--- config.mk ---
export PLATFORM = sky130hd
export DESIGN_NAME = gray_sweep_controller
export DESIGN_NICKNAME = d
export VERILOG_FILES = /design/src/rtl/gray_sweep_controller.sv
export SDC_FILE = /design/constraint.sdc
export NUM_CORES = 1
export LEC_CHECK = 0
export ABC_AREA = 1
export CORE_MARGIN = 4
export CORE_UTILIZATION = 48
export DETAILED_ROUTE_END_ITERATION = 8
export PLACE_DENSITY = 0.8
export SYNTH_ARGS = -nofsm -noshare
export SYNTH_HDL_FRONTEND = slang
export SYNTH_SLANG_ARGS = --single-unit
--- constraint.sdc ---
create_clock -name clk -period 4.18 [get_ports clk]
set_input_delay 0.418 -clock clk [delete_from_list [all_inputs] [get_ports clk]]
set_output_delay 0.418 -clock clk [all_outputs]
set_load 0.1 [all_outputs]
--- src/rtl/gray_sweep_controller.sv ---
// rtl/gray_sweep_controller.sv - command-driven Gray-code sweep sequencer
// Accepts one sweep command at a time and streams gray(b) for each beat.
module gray_sweep_controller #(
  parameter int WIDTH     = 4,
  parameter int LEN_WIDTH = 8
) (
  input  logic                 clk,
  input  logic                 rst_n,
  input  logic                 cmd_valid,
  output logic                 cmd_ready,
  input  logic [WIDTH-1:0]     cmd_start,
  input  logic [LEN_WIDTH-1:0] cmd_len,
  input  logic                 cmd_dir,
  input  logic                 abort,
  output logic                 out_valid,
  input  logic                 out_ready,
  output logic [WIDTH-1:0]     gray_out,
  output logic [WIDTH-1:0]     binary_out,
  output logic                 busy,
  output logic                 done,
  output logic                 aborted
);

  typedef enum logic [1:0] {
    S_IDLE,
    S_RUN,
    S_DONE
  } state_t;

  state_t               state;
  logic [WIDTH-1:0]     b;
  logic [LEN_WIDTH-1:0] rem;
  logic                 dir;
  logic                 aborted_q;

  assign cmd_ready  = (state == S_IDLE);
  assign out_valid  = (state == S_RUN);
  assign busy       = (state != S_IDLE);
  assign done       = (state == S_DONE);
  assign aborted    = aborted_q;
  assign binary_out = b;
  assign gray_out   = b ^ (b >> 1);

  always_ff @(posedge clk) begin
    if (!rst_n) begin
      state     <= S_IDLE;
      b         <= '0;
      rem       <= '0;
      dir       <= 1'b0;
      aborted_q <= 1'b0;
    end else begin
      aborted_q <= 1'b0;
      unique case (state)
        S_IDLE: begin
          if (cmd_valid) begin
            b     <= cmd_start;
            rem   <= cmd_len;
            dir   <= cmd_dir;
            state <= (cmd_len != '0) ? S_RUN : S_DONE;
          end
        end
        S_RUN: begin
          // Abort wins over completion; a beat taken alongside abort still counts.
          if (abort) begin
            state     <= S_IDLE;
            aborted_q <= 1'b1;
          end else if (out_ready) begin
            if (rem == LEN_WIDTH'(1)) begin
              state <= S_DONE;
            end else begin
              rem <= rem - LEN_WIDTH'(1);
              b   <= dir ? (b - WIDTH'(1)) : (b + WIDTH'(1));
            end
          end
        end
        S_DONE: state <= S_IDLE;
        default: state <= S_IDLE;
      endcase
    end
  end

endmodule

### Yosys cells after proc, flatten, opt, wreduce, memory -nomap -nowiden

Cells that the tools add are included.

| storage, ports and cells | value |
|---|---|
| bits in registers | 16 |
| input port bits | 18 |
| output and inout bits | 13 |
| word-level logic and storage cells | 44 |

| cells by class | value |
|---|---|
| add/subtract/negate cells | 3 |
| equal/unequal tests | 9 |
| mux-type cells | 18 |
| bitwise gates (word level) | 1 |
| reduce and logical (&&, ||, !) cells | 8 |

Operators with widths:

| operator | count |
|---|---|
| $mux 8 | 4 |
| $mux 4 | 5 |
| $pmux 8 s2 | 1 |
| $mux 2 | 5 |
| $eq 8x1->1 const B | 1 |
| $pmux 4 s2 | 1 |
| $reduce_bool 8->1 | 1 |
| $sub 8x1->8 const B | 1 |
| $ne 2x2->1 const B | 3 |
| $ne 3x2->1 const B | 2 |
| $reduce_and 5->1 | 1 |
| $add 4x1->4 const B | 1 |
| $pmux 2 s2 | 1 |
| $reduce_and 2->1 | 2 |
| $reduce_bool 2->1 | 2 |
| $sub 4x1->4 const B | 1 |
| $xor 4x3->4 | 1 |
| $reduce_and 3->1 | 1 |
| $eq 2x1->1 const B | 1 |
| $eq 2x2->1 const B | 1 |
| $logic_not 2->1 | 1 |
| $ne 2x1->1 const B | 1 |
| $mux 1 | 1 |

### Longest topological paths before layout

Gate-level depths: netlist (run 1).

| depth | value |
|---|---|
| word-level depth | 6 |
| depth in mapped cells | 11 |
| depth with buffers taken out | 11 |

### Worst setup path after synthesis (run 1)

No wires, ideal clock.

| timing path | value |
|---|---|
| path type | reg2reg |
| from | register state[1] |
| to | register state[1] |
| setup time | 0.111 ns |
| arrival | 3.232 ns |
| required time | 4.069 ns |
| slack | 0.837 ns |
| stages on the path, launching flop included | 6 |
| buffers on the path | 0 |
| clock period less this slack | 3.343 ns |
| cells stage by stage | dfxtp_1 -> nor2_1 -> inv_1 -> or2_2 -> nand4_1 -> inv_1 |

| on the way | value |
|---|---|
| word-level cells in the longest chain between the ends | 3 |
| elaborated cells on any way between the ends | 7 |
| those cells by class | eq/ne: 4; mux: 1; reduce/logical: 2 |

Ends and longest elaborated chain:

| element | RTL line | RTL |
|---|---|---|
| start: declaration | 30 | `state_t state;` |
| start signal: assignment | 59 | `state <= (cmd_len != '0) ? S_RUN : S_DONE;` |
| $logic_not 2->1 * | n/a |  |
| net cmd_ready | 10 | `output logic cmd_ready,` |
| $ne 2x2->1 (no source line) | n/a |  |
| $reduce_and 3->1 (no source line) | n/a |  |

Mark *: on every way through the listed nets, which the timed path passes. The rest lies on a longest branch.
A chain may end at the register's enable or synchronous reset.

### Worst setup path after layout (run 1)

| timing path | value |
|---|---|
| from | register state[0] |
| to | output port out_valid |

| on the way | value |
|---|---|
| word-level cells in the longest chain between the ends | 1 |

Ends and longest elaborated chain:

| element | RTL line | RTL |
|---|---|---|
| $eq 2x1->1 | 37 | `assign out_valid = (state == S_RUN);` |
| end: declaration | 15 | `output logic out_valid,` |

No other way between the ends.

==> summary.txt, run 1 <==
Initial DRT Pass Iterations -> 4
Share of cells above drive strength 1 -> 6.34%
Final period util -> 65.0%
CTS resizes -> 0
VDD IR max -> 0.331 mV
Final Skew -> 0.00451 ns
Largest cells by area after synthesis -> dfxtp_1 29%, nand2_1 16%, inv_1 7.2%, o21ai_0 6.8%, a21oi_1 6.4%
Crit path DAT -> 2.30 ns
Unrepaired setup endpoints after global routing -> false
Worst path required time -> 3.76 ns
Hold crit path type -> flop to flop
Main combinational cell family by area after synthesis -> simple AND/OR/NAND/NOR gates
Area growth from synthesis to layout -> 31.3%
Clock Sinks -> 16
H-tree Lvls -> 1
Num rows -> 17
Root buffer cell -> clkbuf_4
Vias in the first global route -> 1,095
Cts bufs inserted -> 3
Hold_ws -> 0.533 ns
Setup CP Type -> flop to output port
Post-synthesis cell area -> 1100 um2
DIE WIDTH -> 55.9 um
Post-DP HPWL -> 2120 um
Most frequent cells in the layout -> 47 x nand2_1, 30 x clkdlybuf4s50_1, 21 x inv_1
Clock transition at path regs -> 0.10 ns
TNS Setup -> 0 ns
Critical path fanouts, max -> 17
Avg Cell Area, Syn -> 6.29 um2
# diodes -> 0
Clock buffer depth -> 2
Post-DR vias/cell -> 5.13
PnR worst setup slack -> 1.46 ns
Lkg Pwr -> 0.000664 uW
Commonest non-fill, non-tap cell in the layout -> nand2_1
Post-route ant nets -> 0
Fin nets -> 229
Pwr Total -> 562 uW
Pre-CTS WS -> 1.79 ns
IO Port Bufs -> 30
Register area share after synthesis -> 29.1%
Slew @ Worst Pin -> 0.975 ns
DP Area -> 1410 um2
Largest net degree at the start of global routing -> 18
Final WL -> 2670 um
Synth Area in Adders -> 6.36%
Final hold vios -> 0
Initial detailed-routing violation count -> 31
Mux cell area share after synthesis -> 0%
Initial Util -> 50.3%
Ports -> 31
Initial antenna violation count -> 0
Gp weighted congestion -> 0.823
Power Density -> 389 nW/um2
Mapped Cells -> 175
Relative slew slack -> 34.8%
Cts hold-fix bufs -> 0
Gr usage total -> 18.3%
DRC violations left -> 0
Final setup fails -> 0
Worst setup EP type -> output port
Synth Warn # -> 0
Max Clk Rate -> 368 MHz
Wire per inst -> 11.5 um
Top cell type by total area after synthesis -> dfxtp_1
Maxcap violations -> 0
Overflow after GRT -> 0
Compound-Gate Fraction of Synth Area -> 15.7%
Synth Area in Simple Gates -> 34.7%
Clock Latency Late Sink -> 0.28 ns
TritonCTS clock tree -> built
Die H -> 55.9 um
Status -> completed
Flops & latches, synth -> 16
First-pass GRT wire length -> 4730 um
Min Tclk post-route -> 2.72 ns
DIE AREA -> 3120 um2
Fin. max-slew vios -> 0
Total number of vias -> 1,196
Syn_nets -> 198
Yosys cell types -> 27
CP startpoint kind -> flop
Finished Cell Area -> 1450 um2
Synth top area share -> 29.1%
Setup Fix Bufs, Post-CTS -> 0
Core Footprint -> 2190 um2
Xor-xnor portion of the synthesized cell area -> 3.18%
-- where the power goes --
part	switching [uW]	leakage [uW]	internal [uW]
Clock	49.4	0.0000210	53.0
Combinational	193	0.000511	82.0
Sequential	17.4	0.000132	167
Total	260	0.000664	302
-- cell type report --
class / instances / area, um2
fill: 207 / 746
multi-input combinational: 130 / 659
sequential: 16 / 320
timing repair buffer: 30 / 300
inverter: 25 / 93.8
clock buffer: 4 / 36.3
tap: 28 / 35.0
-- kinds of logic (layout without fill, tap and decap cells) --
kind of cell / count (synthesis) / in the layout
compound gates: 33 / 33
xor+xnor: 4 / 4
fa+ha+maj: 5 / 5
buf+inv: 29 / 59
flops: 16 / 16
simple gates: 88 / 88
-- synthesized netlist by cell type --
cell and n:
nand2_1 47, inv_1 21, nor2_1 17, dfxtp_1 16, o21ai_0 15, a21oi_1 14, nand3_1 14, ha_1 4
xor2_1 4, inv_2 3, nand2_2 2, nor3_1 2, or2_2 2, a31oi_1 1, buf_2 1, buf_4 1
buf_6 1, clkbuf_1 1, clkinv_1 1, fa_1 1, nand3_4 1, nand4_1 1, nor2_2 1, o21bai_1 1
o22ai_1 1, o31ai_1 1, or2_1 1
-- registers in the layout, summed over array words and instances, names as in the netlist --
register    flops
rem             8
binary_out      4
state           2
aborted         1
dir             1
-- layer usage --
layer / up-vias / track usage, % / part of all wire, %
met3: 2 / 5.34 / 6.3
met2: 39 / 29.6 / 49
met1: 539 / 24.1 / 44
met4: 0 / 4.41 / 0.45
met5: - / 0 / 0
li1: 616 / - / -
-- worst max-delay path, cell delays in order, from the launching register on --
cell,delay (ns)
dfxtp_1,0.37
nand2_2,0.20
inv_2,0.26
clkdlybuf4s50_1,1.18
-- stage by stage --
stage                     utilization (%)  instances
after floorplan                         -        175
after global placement               64.3        229
after detailed placement             64.3        229
after CTS                            66.0        233
after global routing                 66.0        233
final                                66.0        233
-- worst paths after layout --
kind | cells past startpoint | slack [ns] | endpoint | start
worst max-delay path | 3 | 1.46 | out_valid | state[0]
worst min-delay path | 2 | 0.53 | rem[7] | rem[7]
worst max register to register | 10 | 2.45 | rem[5] | state[0]
worst min register to register | 2 | 0.53 | rem[7] | rem[7]
No activity file was read; power rests on OpenSTA's default activity.
==> inputs of run 2 (changes only) <==
Settings changed: CORE_UTILIZATION 48 to 42, PLACE_DENSITY 0.8 to 0.74.
Clock period 4.18 ns to 2.3 ns, I/O delays scaled along.
==> run 2 against run 1 <==
Net effect: sequential share of layout area is 0.43 points higher; utilization is 9.3 points lower; first-iteration DRC count is 13% lower; clock-buffer cell count stayed put; sequential power is 82% higher; via count is 1.0% higher; critical endpoint unchanged.
==> summary.txt, run 2 (synthesis results as in run 1) <==
Status -> completed
Sequential Power Share -> 32.9%
Ports -> 31
DRC violations left -> 0
DIE AREA -> 3500 um2
Commonest non-fill, non-tap cell in the layout -> nand2_1
Num rows -> 18
TritonCTS clock tree -> built
Worst path cell trace -> nand2_2 > inv_2 > buf_4
Critical path fanouts, max -> 17
Wire per inst -> 12.0 um
Core Footprint -> 2500 um2
Setup CP Type -> flop to output port
Crit path DAT -> 1.51 ns
Fin. max-slew vios -> 0
Clock transition at path regs -> 0.10 ns
Worst path required time -> 2.07 ns
Area growth from synthesis to layout -> 28.8%
Fillers -> 258
P_sw -> 485 uW
Max reg flops -> 8
Max Clk Rate -> 574 MHz
Share of cells above drive strength 1 -> 13.2%
Sw Ratio -> 47.3%
Final setup fails -> 0
# diodes -> 0
Largest Register -> rem
Overflow after GRT -> 0
Clock Latency Late Sink -> 0.29 ns
Final WL -> 2830 um
Fin nets -> 229
Comb pwr share -> 48.1%
First-pass GRT wire length -> 4680 um
Most frequent cells in the layout -> 47 x nand2_1, 21 x inv_1, 17 x clkdlybuf4s50_1
Clk network pwr share -> 19.0%
Maxcap violations -> 0
Gp weighted congestion -> 0.822
Initial antenna violation count -> 0
Cts bufs inserted -> 3
Internal -> 540 uW
Vias in the first global route -> 1,064
Total area of multi-input combinational cells -> 662 um2
Min Tclk post-route -> 1.74 ns
FF-to-FF setup slack -> 0.57 ns
Slew @ Worst Pin -> 0.330 ns
Final period util -> 75.7%
Initial Util -> 44.0%
Largest net degree at the start of global routing -> 18
Post-route ant nets -> 0
Hold crit path type -> primary input to flop
Clock buffer depth -> 2
Pwr Total -> 1030 uW
Setup Fix Bufs, Post-CTS -> 0
Die H -> 59.2 um
Root buffer cell -> clkbuf_4
CP Buf/Inv Count -> 2
Crit-path slowest cell -> dfxtp_1
Initial DRT Pass Iterations -> 4
Post-DP HPWL -> 2230 um
Gr usage total -> 17.2%
Worst path max stage delay -> 0.39 ns
Register area -> 320 um2
CP startpoint kind -> flop
Largest delay share family, worst path -> buffers and inverters
Post-DR vias/cell -> 5.14
Initial detailed-routing violation count -> 27
CTS resizes -> 0
Unrepaired setup endpoints after global routing -> false
Cts hold-fix bufs -> 0
Final hold vios -> 0
IO Port Bufs -> 30
Fin cells -> 235
Lkg Pwr -> 0.000685 uW
Total number of vias -> 1,208
Hold_ws -> 0.522 ns
Clock Sinks -> 16
VDD IR max -> 0.473 mV
Final Skew -> 0.00921 ns
Cell Count Post-Placement -> 231
H-tree Lvls -> 1
DIE WIDTH -> 59.2 um
Power Density -> 723 nW/um2
Relative slew slack -> 77.9%
Worst setup EP type -> output port
## run 2: cell types whose count changed in the layout (fill, tap and decap cells not counted), sizes merged
cell / delta
clkdlybuf4s50: -13
buf: +13
## run 2: worst paths after layout
kind | startpoint | to | cells past startpoint
min reg2reg | rem[7] | rem[7] | 2
max reg2reg | state[0] | rem[6] | 8
max | state[0] | out_valid | 3
min | abort | aborted | 3
## run 2: cell type report
class	count	area share, %
Clock buffer	4	2.56
Tap cell	30	2.65
Sequential cell	16	22.6
Timing Repair Buffer	30	18.9
Multi-Input combinational cell	130	46.7
Inverter	25	6.62
## run 2: power groups by stage
stage,Clock (uW),Combinational (uW),Sequential [uW]
after floorplan,0,328,393
after global placement,0,486,343
after detailed placement,0,493,344
after CTS,199,495,337
after global routing,218,535,342
final,195,493,337
## run 2: layer usage
metal	global-route usage, %	vias up	routed length (um)	share of wire [%]
li1	-	618	-	-
met5	0	-	0	0
met4	5.50	0	13	0.46
met1	23.4	546	1270	45
met2	26.8	42	1330	47
met3	3.70	2	218	7.7
## run 2: stage by stage
step                utilization (%)  TNS (ns)  instance area (um2)  worst slack, ns
finish                         56.7         0                 1420            0.559
global placement               55.3         0                 1380            0.684
floorplan                         -     -1.63                 1100           -0.440
CTS                            56.7         0                 1420            0.556
global route                   56.7         0                 1420            0.331
detailed placement             55.3         0                 1380            0.585
## run 2: worst reg2reg max path: cells and delay by family, from the launching register on
family	cells	cell delay, ns
AND/OR/NAND/NOR	5	0.67
flip-flops	1	0.39
buffers and inverters	2	0.46
AO/OA/AOI/OAI	1	0.15
